===== config.mk =====
export PLATFORM = sky130hd
export DESIGN_NAME = sifre_giris_denetleyici
export DESIGN_NICKNAME = d
export VERILOG_FILES = /design/src/rtl/sifre_giris_denetleyici.sv
export SDC_FILE = /design/constraint.sdc
export NUM_CORES = 1
export LEC_CHECK = 0
export ABC_AREA = 1
export CAP_MARGIN = 20
export CORE_MARGIN = 10
export CORE_UTILIZATION = 25
export DETAILED_ROUTE_END_ITERATION = 7
export REMOVE_ABC_BUFFERS = 1
export SLEW_MARGIN = 0
export SYNTH_ARGS = -nofsm -noshare
export SYNTH_HDL_FRONTEND = slang
export SYNTH_SLANG_ARGS = --single-unit

===== constraint.sdc =====
create_clock -name clk -period 2.55 [get_ports clk]
set_clock_uncertainty 0.15 [all_clocks]
set_input_delay 0.6375 -clock clk [delete_from_list [all_inputs] [get_ports clk]]
set_output_delay 0.6375 -clock clk [all_outputs]
set_load 0.05 [all_outputs]

===== src/rtl/sifre_giris_denetleyici.sv =====
// Two-button password lock sequencer: button sync/debounce, enroll,
// verify, failed-attempt lockout and RGB LED pattern.
module sifre_giris_denetleyici #(
    parameter int CODE_LEN   = 6,
    parameter int MAX_TRY    = 3,
    parameter int DEB_CYC    = 500_000,
    parameter int BLINK_HALF = 10_000_000,
    parameter int HOLD_CYC   = 50_000_000,
    parameter int LOCK_CYC   = 200_000_000
) (
    input  logic       clk,
    input  logic       rst,
    input  logic       butonA,
    input  logic       butonB,
    output logic [2:0] led,
    output logic [2:0] durum,
    output logic [3:0] hane_say,
    output logic [2:0] hata_say,
    output logic       acildi
);

    localparam int DW = $clog2(DEB_CYC);
    localparam int BW = $clog2(BLINK_HALF);
    localparam int HW = $clog2(HOLD_CYC);
    localparam int LW = $clog2(LOCK_CYC);

    typedef enum logic [2:0] {
        S_ENROLL = 3'd0,
        S_VERIFY = 3'd1,
        S_PASS   = 3'd2,
        S_FAIL   = 3'd3,
        S_LOCKED = 3'd4
    } state_t;

    logic [1:0] syncA, syncB;
    logic [1:0] syncPat, lastPat, debPat;
    logic [DW-1:0] debCnt;
    logic digPulse, digVal;

    always_ff @(posedge clk) begin
        if (rst) begin
            syncA <= 2'b11;
            syncB <= 2'b11;
        end else begin
            syncA <= {syncA[0], butonA};
            syncB <= {syncB[0], butonB};
        end
    end

    assign syncPat = {syncA[1], syncB[1]};

    // A digit is only the first settled move away from "both released".
    always_ff @(posedge clk) begin
        if (rst) begin
            lastPat  <= 2'b11;
            debPat   <= 2'b11;
            debCnt   <= '0;
            digPulse <= 1'b0;
            digVal   <= 1'b0;
        end else begin
            digPulse <= 1'b0;
            if (syncPat != lastPat) begin
                lastPat <= syncPat;
                debCnt  <= '0;
            end else if (syncPat == debPat) begin
                debCnt <= '0;
            end else if (debCnt == DW'(DEB_CYC - 1)) begin
                debPat   <= syncPat;
                debCnt   <= '0;
                digPulse <= (debPat == 2'b11) &&
                            (syncPat == 2'b01 || syncPat == 2'b10);
                digVal   <= (syncPat == 2'b10);
            end else begin
                debCnt <= debCnt + 1'b1;
            end
        end
    end

    state_t state, stateN;
    logic [HW-1:0] holdT, holdTN;
    logic [LW-1:0] lockT, lockTN;
    logic [BW-1:0] blinkCnt, blinkCntN;
    logic blinkOn, blinkOnN;
    logic [CODE_LEN-1:0] code, codeN, shiftR, shiftN, fullCode;
    logic [3:0] haneR, haneN;
    logic [2:0] hataR, hataN, hataInc;
    logic acildiR, acildiN;
    logic [2:0] ledR, ledN;
    logic lastDig;

    always_ff @(posedge clk) begin
        if (rst) begin
            state    <= S_ENROLL;
            holdT    <= '0;
            lockT    <= '0;
            blinkCnt <= '0;
            blinkOn  <= 1'b1;
            code     <= '0;
            shiftR   <= '0;
            haneR    <= '0;
            hataR    <= '0;
            acildiR  <= 1'b0;
            ledR     <= 3'b111;
        end else begin
            state    <= stateN;
            holdT    <= holdTN;
            lockT    <= lockTN;
            blinkCnt <= blinkCntN;
            blinkOn  <= blinkOnN;
            code     <= codeN;
            shiftR   <= shiftN;
            haneR    <= haneN;
            hataR    <= hataN;
            acildiR  <= acildiN;
            ledR     <= ledN;
        end
    end

    always_comb begin
        stateN   = state;
        holdTN   = '0;
        lockTN   = '0;
        codeN    = code;
        shiftN   = shiftR;
        haneN    = haneR;
        hataN    = hataR;
        acildiN  = 1'b0;
        fullCode = shiftR | (CODE_LEN'(digVal) << haneR);
        lastDig  = (haneR == 4'(CODE_LEN - 1));
        hataInc  = hataR + 3'd1;
        if (blinkCnt == BW'(BLINK_HALF - 1)) begin
            blinkCntN = '0;
            blinkOnN  = ~blinkOn;
        end else begin
            blinkCntN = blinkCnt + 1'b1;
            blinkOnN  = blinkOn;
        end

        unique case (state)
            S_ENROLL: begin
                if (digPulse) begin
                    if (lastDig) begin
                        codeN  = fullCode;
                        shiftN = '0;
                        haneN  = '0;
                        stateN = S_VERIFY;
                    end else begin
                        shiftN = fullCode;
                        haneN  = haneR + 4'd1;
                    end
                end
            end
            S_VERIFY: begin
                if (digPulse) begin
                    if (lastDig) begin
                        shiftN = '0;
                        haneN  = '0;
                        if (fullCode == code) begin
                            stateN  = S_PASS;
                            hataN   = '0;
                            acildiN = 1'b1;
                        end else begin
                            hataN  = hataInc;
                            stateN = (hataInc == 3'(MAX_TRY)) ?
                                     S_LOCKED : S_FAIL;
                        end
                    end else begin
                        shiftN = fullCode;
                        haneN  = haneR + 4'd1;
                    end
                end
            end
            S_PASS: begin
                if (debPat == 2'b00) begin
                    stateN = S_ENROLL;
                    hataN  = '0;
                    haneN  = '0;
                    shiftN = '0;
                end
            end
            S_FAIL: begin
                holdTN = holdT + 1'b1;
                if (holdT == HW'(HOLD_CYC - 1))
                    stateN = S_VERIFY;
            end
            S_LOCKED: begin
                lockTN = lockT + 1'b1;
                if (lockT == LW'(LOCK_CYC - 1)) begin
                    stateN = S_VERIFY;
                    hataN  = '0;
                end
            end
            default: stateN = S_ENROLL;
        endcase

        // Fresh timers and a lit blink phase on every state entry.
        if (stateN != state) begin
            holdTN    = '0;
            lockTN    = '0;
            blinkCntN = '0;
            blinkOnN  = 1'b1;
        end

        unique case (stateN)
            S_ENROLL: ledN = blinkOnN ? 3'b101 : 3'b111;
            S_VERIFY: ledN = blinkOnN ? 3'b110 : 3'b111;
            S_PASS:   ledN = 3'b110;
            S_FAIL:   ledN = 3'b011;
            S_LOCKED: ledN = blinkOnN ? 3'b011 : 3'b111;
            default:  ledN = 3'b111;
        endcase
    end

    assign led      = ledR;
    assign durum    = state;
    assign hane_say = haneR;
    assign hata_say = hataR;
    assign acildi   = acildiR;

endmodule


Yosys cells after proc, flatten, opt, wreduce, memory -nomap -nowiden
Index checks and enable logic that the tools add are counted.

operators by class
  add/sub/neg operators = 6
  multipliers = 0
  div/mod/pow operators = 0
  $lt $le $gt $ge = 0
  eq/ne operators = 26
  shifts and indexed selects = 1
  multiplexer cells = 31
  bitwise logic cells = 10
  reduce and logical (&&, ||, !) cells = 18

operators by type and width
  operator               count
  $mux 3                 15
  $pmux 3 s5             2
  $add 28x1->28 const B  1
  $eq 28x28->1 const B   1
  $add 26x1->26 const B  1
  $eq 26x26->1 const B   1
  $add 24x1->24 const B  1
  $eq 24x24->1 const B   1
  $add 19x1->19 const B  1
  $eq 19x19->1 const B   1
  $mux 6                 3
  $eq 3x2->1 const B     5
  $mux 4                 3
  $pmux 6 s2             1
  $reduce_or 4->1        3
  $not 1->1              9
  $pmux 3 s3             1
  $reduce_and 3->1       3
  $reduce_or 3->1        3
  $ne 2x2->1 const B     4
  $pmux 4 s2             1
  $eq 3x1->1 const B     2
  $eq 3x3->1 const B     2
  $eq 6x6->1             1
  other kinds (21)       26

storage, ports and cells
  flip-flop bits (word level) = 134
  latch bits = 0
  memory bits (writable) = 0
  memory bits (read-only) = 0
  bits of input ports = 4
  output and inout port bits = 14
  logic and storage cells = 110
  memories kept = 0

Depth between registers and ports, before layout
Gate-level depths: netlist of the first run.

  depth after elaboration = 11
  gate-level depth with buffers = 18
  gate-level depth less buffers = 17

Worst setup path before layout of the first run
OpenSTA, ideal clock, no wires.

  path kind = reg2reg
  start point = register haneR[0] (netlist: hane_say[0])
  end point = register blinkCnt[5]
  library setup time = 61 ps
  data arrival time = 2288 ps
  data required time = 2339 ps
  setup slack = 51 ps
  stages on the path, launching flop included = 18
  path buffers = 1
  period minus slack after synthesis = 2499 ps
  cells stage by stage = dfxtp_1 nand2_2 nor2_4 nand2_1 nand3_1 nand2_2 nor2_4 nand3_4 nand2_2 nand2_2 nand2_2 nand2_4 nand3_4 nand2_2 nor2_4 nand3_4 buf_12 nor2_4

between the ends
  word-level cells in the longest chain between the ends = 9
  elaborated cells between the ends (all ways) = 12
  those cells by class = eq/ne (3); shift (1); mux (6); bitwise (1); reduce/logical (1)

RTL lines
  item                           RTL line  source
  start: declaration             85        logic [3:0] haneR, haneN;
  start signal: assignment       112       haneR <= haneN;
  $shl 1x4->6                    128       fullCode = shiftR | (CODE_LEN'(digVal) << haneR);
  $or 6x6->6                     128
  $eq 6x6->1                     158       if (fullCode == code) begin
  $mux 3                         158
  $mux 3                         155       if (lastDig) begin
  $mux 3                         154       if (digPulse) begin
  $pmux 3 s5 (*)                 139       unique case (state)
  $ne 3x3->1 (*)                 197       if (stateN != state) begin
  $reduce_or 3->1 (no line) (*)  --
  end signal: assignment         108       blinkCnt <= blinkCntN;
  end: declaration               82        logic [BW-1:0] blinkCnt, blinkCntN;

Mark *: on every way between the ends. The rest lies on a longest branch, timed or not.
A chain may end at the register's enable or synchronous reset.

Worst setup path after layout of the first run
  start point = register ledR[0] (netlist: led[0])
  end point = output port led[0]

RTL lines
  item                      RTL line  source
  start: declaration        88        logic [2:0] ledR, ledN;
  start signal: assignment  115       ledR <= ledN;
  end: declaration          15        output logic [2:0] led,

No word-level cell between the ends.

==> results_dict.tcl, run 1 <==
set metrics [dict create \
    status "finished, final reports clean" \
    synth-adder-area-share_pct 1.717 \
    worstPathRequired_ps 1760 \
    ys_types 43 \
    root_buffer "clkbuf_16" \
    synth_simple_gate_area_share_pct 35.29 \
    crit_slowest_cell "clkdlybuf4s50_1" \
    vias 5293 \
    synthMuxAreaShare_pct 0 \
    drcViolationCount 0 \
    fmax_ghz 0.4136 \
    dp_hpwl_um 9259 \
    final_cells 1247 \
    start_util_pct 25.31 \
    fin_nets 912 \
    p_total_mw 4.721 \
    powerDensity_nw_per_um2 596.2 \
    grt_max_degree 27 \
    worst_pin_slew_ps 511.9 \
    pwr-share-seq_pct 44.7 \
    dieArea_um2 33110 \
    grt_overflow 0 \
    wirelength_um 12800 \
    via_per_inst 4.245 \
    io_buffers 17 \
    synth_flop_cell "dfxtp_1" \
    endpoint_kind "primary output" \
    rsz0062_at_grt "true" \
    syn_inst 857 \
    synth_edf_count 0 \
    multi_input_area_um2 3376 \
    cp.arrival_ps 1630 \
    gp_congestion 0.8205 \
    hold_class "flop to flop" \
    worstPathMaxFanout 1 \
    synth_warnings 0 \
    postSynth.asyncResetShare_pct 0 \
    syn_avg_cell_area_um2 7.653 \
    clkPwrFrac_pct 53.7 \
    drt-pass1-iter-count 5 \
    tns_ps 0 \
    grt_use_total_pct 8.021 \
    cts_hold_buffers 0 \
    fillers 2714 \
    placed_area_um2 7207 \
    stdcell_area_um2 7919 \
    post-route-util_pct 30.56 \
    combPwrFrac_pct 1.6 \
    sw_frac_of_total_pct 21.57 \
    crit_buf_inv 1 \
    synthToLayoutAreaGrowth_pct 20.74 \
    synthesis.area_um2 6559 \
    htree_levels 4 \
    p_int_mw 3.703 \
    fp-row-count 59 \
    fin_crit_ps 2418 \
    io_pins 18 \
    power_leakage_nw 2.872 \
    wl_per_cell_um 10.26 \
    fp.dieH_um 182.0 \
    final-seq-area_um2 2688 \
    synth_compound_area_share_pct 6.963 \
    synthTopCellsByCount "dfxtp_1, nand2_1, inv_1" \
    clock_latency_ps 420 \
    slew_viol_final 0 \
    layout-drive-gt1-share_pct 17.21 \
    dp.cells 1214 \
    numClockSinks 134 \
    worstSetupPathType "flop to primary output" \
    synth_top_area_share_pct 40.90 \
    grt_pass1_vias 5132 \
    ys_seq_area_share_pct 40.90 \
    drtIter0Drc 208 \
    max_cap_viol_count 0 \
    die_x_um 182.0 \
    detail-route-antenna-nets 0 \
    cpPeakStageDelay_ps 840 \
    synth_top_family_by_area "simple AND/OR/NAND/NOR gates" \
    yosys.area.top_type "dfxtp_1" \
    vdd_ir_drop_max_v 0.0004893 \
    ys_top_cells_by_area "dfxtp_1, nand2_1, inv_1" \
    clk_path_buf_depth 2 \
    antenna_cells 0 \
    power.switching_mw 1.018 \
    core_area_um2 25910 \
    hold_viol_final 0 \
    antenna_found_initial 0 \
    cts_buffers 17 \
    setup_viol_count_final 0 \
    post-route-period-util_pct 94.81 \
    path_cells "clkdlybuf4s50_1" \
    grt_pass1_wl_um 22620 \
    cts_tree "yes" \
    synthXorXnorAreaFrac_pct 6.276 \
    critPathTopFamily "buffers and inverters" \
    worst_setup_path_start_kind "flop" \
    maxSlewHeadroom_pct 65.77 \
    clk_pin_slew_ps 60 \
    synth_seq_cells 134 \
]
## cell usage in the layout (no fill, tap or decap), types with 3 or more instances in the layout
cell type / Yosys / routed
clkinvlp_4: 0 / 3
nand3b_1: 5 / 5
buf_4: 0 / 20
nor2_1: 106 / 98
a31oi_1: 4 / 4
nand2_1: 134 / 133
nand3_2: 4 / 7
a21oi_1: 44 / 43
or2_2: 14 / 14
clkinv_4: 0 / 3
clkdlybuf4s50_1: 0 / 10
inv_1: 129 / 129
bufinv_16: 0 / 3
nor3_4: 1 / 3
nor3b_1: 10 / 10
xnor2_1: 11 / 11
nor2_4: 26 / 27
nand3_1: 48 / 45
inv_2: 4 / 4
nand2_2: 11 / 12
nor2_2: 8 / 15
nor3_2: 7 / 8
nor3_1: 22 / 19
xor2_1: 36 / 36
o21ai_0: 18 / 18
nor4_1: 11 / 11
clkbuf_16: 0 / 17
dfxtp_1: 134 / 130
dfxtp_2: 0 / 4
nand3_4: 3 / 3
inv_6: 0 / 3
nand4_1: 23 / 23
ha_1: 9 / 9
## final cells by class
class,count,share of cell area (%)
Clock buffer,18,5.546
Clock inverter,14,2.212
Inverter,135,6.399
Multi-Input combinational cell,577,42.63
Sequential cell,134,33.94
Tap cell,335,5.293
Timing Repair Buffer,34,3.982
## stage by stage
| step | hold slack (ps) | setup WS (ps) |
|---|---|---|
| 6_report | 253.8 | 132.3 |
| 5_1_grt | 285.5 | -69.25 |
| 3_3_place_gp | 243.0 | 120.4 |
| 3_5_place_dp | 244.9 | 106.6 |
| 2_1_floorplan | 239.5 | -400.8 |
| 4_1_cts | 255.9 | 14.07 |
## state kept, by name, summed over array words and instances (netlist names), 2 cells and up
signal    count
shiftR        6
code          6
hane_say      4
lockT        28
lastPat       2
blinkCnt     24
hata_say      3
debPat        2
durum         3
led           3
syncB         2
debCnt       19
holdT        26
syncA         2
## logic make-up after synthesis
family	after synthesis
XOR/XNOR	47
buffers and inverters	146
AO/OA/AOI/OAI	81
flip-flops	134
adder cells (fa/ha/maj)	9
AND/OR/NAND/NOR	440
## path summary, 6_finish.rpt
check,to,depth (start not counted),slack (ps),startpoint
setup / recovery,led[0],1,130,led[0]
setup reg to reg,debCnt[18],14,220,debCnt[0]
hold / removal,syncA[1],1,250,syncA[0]
hold reg to reg,syncA[1],1,250,syncA[0]
## power by group through the flow
stage | clock network (mW) | logic, mW | registers (mW)
finish | 2.54 | 0.0762 | 2.11
global route | 2.70 | 0.0856 | 2.11
CTS | 2.61 | 0.0773 | 2.11
detailed placement | 0 | 0.0771 | 2.16
global placement | 0 | 0.0771 | 2.15
floorplan | 0 | 0.0425 | 2.16
## per-layer routing
| metal | routed length (um) | vias up | share of wire [%] | global-route usage [%] |
|---|---|---|---|---|
| met5 | 0 | - | 0 | 0 |
| met4 | 178 | 0 | 1.4 | 3.059 |
| met3 | 424 | 16 | 3.3 | 2.247 |
| met2 | 5906 | 65 | 46 | 13.06 |
| met1 | 6287 | 2383 | 49 | 9.802 |
| li1 | - | 2829 | - | - |
## what timing repair did
item                                    in CTS  in global routing
buffers inserted                             0                  1
resized for setup                            0                 26
endpoints found under the setup margin       0                 47
(Power assumes the default switching activity.)
==> run 2: changes to the inputs <==
Settings changed: CTS_CLUSTER_DIAMETER from default to 30, SETUP_SLACK_MARGIN from default to 0.05.
==> run 2 against run 1 <==
  * First-iteration DRC count grew 5.8%
  * Sequential share of layout area down 0.076 points
  * Worst setup slack hardly changed
  * Die area unchanged
  * Fmax is essentially flat
  * Total power about the same
  * Sequential power about the same
  * Combinational power increased by 0.5%
  * Largest cell class unchanged
  * Largest power group unchanged
==> results_dict.tcl, run 2 (synthesis results as in run 1) <==
set metrics [dict create \
    final-seq-area_um2 2693 \
    io_buffers 17 \
    cts_hold_buffers 0 \
    postLayoutSetupSlackWorst_ps 132.1 \
    critPathTopFamily "buffers and inverters" \
    vdd_ir_drop_max_v 0.0004853 \
    worst_setup_path_start_kind "flop" \
    dp_hpwl_um 9259 \
    hold_viol_final 0 \
    start_util_pct 25.31 \
    fp-row-count 59 \
    core_area_um2 25910 \
    drtIter0Drc 220 \
    vias 5280 \
    drt-pass1-iter-count 5 \
    via_per_inst 4.227 \
    tns_ps 0 \
    wl_per_cell_um 10.24 \
    die_x_um 182.0 \
    slew_viol_final 0 \
    final_cells 1249 \
    clock_latency_ps 420 \
    top_register "lockT" \
    fin_crit_ps 2418 \
    max_cap_viol_count 0 \
    worstPathMaxFanout 1 \
    post-route-period-util_pct 94.82 \
    grt_pass1_vias 5132 \
    power_leakage_nw 2.872 \
    fmax_ghz 0.4136 \
    worstPathRequired_ps 1760 \
    cp.arrival_ps 1630 \
    setup_viol_count_final 0 \
    fillers 2712 \
    htree_levels 4 \
    rsz0062_at_grt "true" \
    status "finished, final reports clean" \
    cts_tree "yes" \
    reg_top3 "lockT x28, holdT x26, blinkCnt x24" \
    antenna_cells 0 \
    grt_pass1_wl_um 22620 \
    wirelength_um 12780 \
    root_buffer "clkbuf_16" \
    post-route-util_pct 30.69 \
    crit_buf_inv 1 \
    multi_input_area_um2 3392 \
    reg2reg_depth 14 \
    cts_buffers 17 \
    layout-drive-gt1-share_pct 18.05 \
    clk_path_buf_depth 2 \
    cpPeakStageDelay_ps 840 \
    worstSetupPathType "flop to primary output" \
    fin_nets 914 \
    dp.cells 1214 \
    grt_max_degree 27 \
    drcViolationCount 0 \
    final_common_cell "nand2_1" \
    numClockSinks 134 \
    stdcell_area_um2 7951 \
    synthToLayoutAreaGrowth_pct 21.23 \
    p_total_mw 4.717 \
    detail-route-antenna-nets 0 \
    clk_pin_slew_ps 60 \
    cp_num_cells 1 \
    io_pins 18 \
    fp.dieH_um 182.0 \
    path_cells "clkdlybuf4s50_1" \
    hold_class "flop to flop" \
    antenna_found_initial 0 \
    powerDensity_nw_per_um2 593.3 \
    grt_use_total_pct 8.021 \
    whs_path_depth 1 \
    dp_slack_ps 106.6 \
    hold_slack_ps 249.2 \
    placed_area_um2 7207 \
    gp_congestion 0.8205 \
    crit_slowest_cell "clkdlybuf4s50_1" \
    dieArea_um2 33110 \
    largest_register_ffs 28 \
    endpoint_kind "primary output" \
    final_cell_mix "nand2_1, inv_1, dfxtp_1" \
    maxSlewHeadroom_pct 65.77 \
    worst_pin_slew_ps 511.9 \
    grt_overflow 0 \
]
## run 2: final timing paths
path	startpoint	end	slack, ps
max	led[0]	led[0]	130
min	syncA[0]	syncA[1]	250
max reg2reg	debCnt[1]	debCnt[18]	220
min reg2reg	syncA[0]	syncA[1]	250
## run 2: layout make-up
type                    count  share of cell area, %
multi-input cells         577                  42.66
well taps                 335                  5.271
flip-flops and latches    134                  33.86
clock buffers              18                  5.523
clock inverters            14                  2.203
inverters                 135                  6.373
repair buffers             36                  4.107
## run 2: report_power, final
group / switching, mW / total [mW] / internal [mW]
Clock: 0.961 / 2.53 / 1.57
Combinational: 0.0482 / 0.0766 / 0.0284
Sequential: 0.00553 / 2.11 / 2.10
Total: 1.01 / 4.72 / 3.70
## run 2: per-layer routing
layer  share of wire [%]  wire (um)  GRT usage (%)
met5                   0          0              0
met4                0.86        110          3.059
met3                 2.4        312          2.247
met2                  47       5994          13.06
met1                  50       6366          9.802
## run 2: what timing repair did
action / 4_1_cts / 5_1_grt
pin swaps: 0 / 8
resized for setup: 2 / 33
buffers inserted: 0 / 3
setup endpoints to repair: 2 / 48
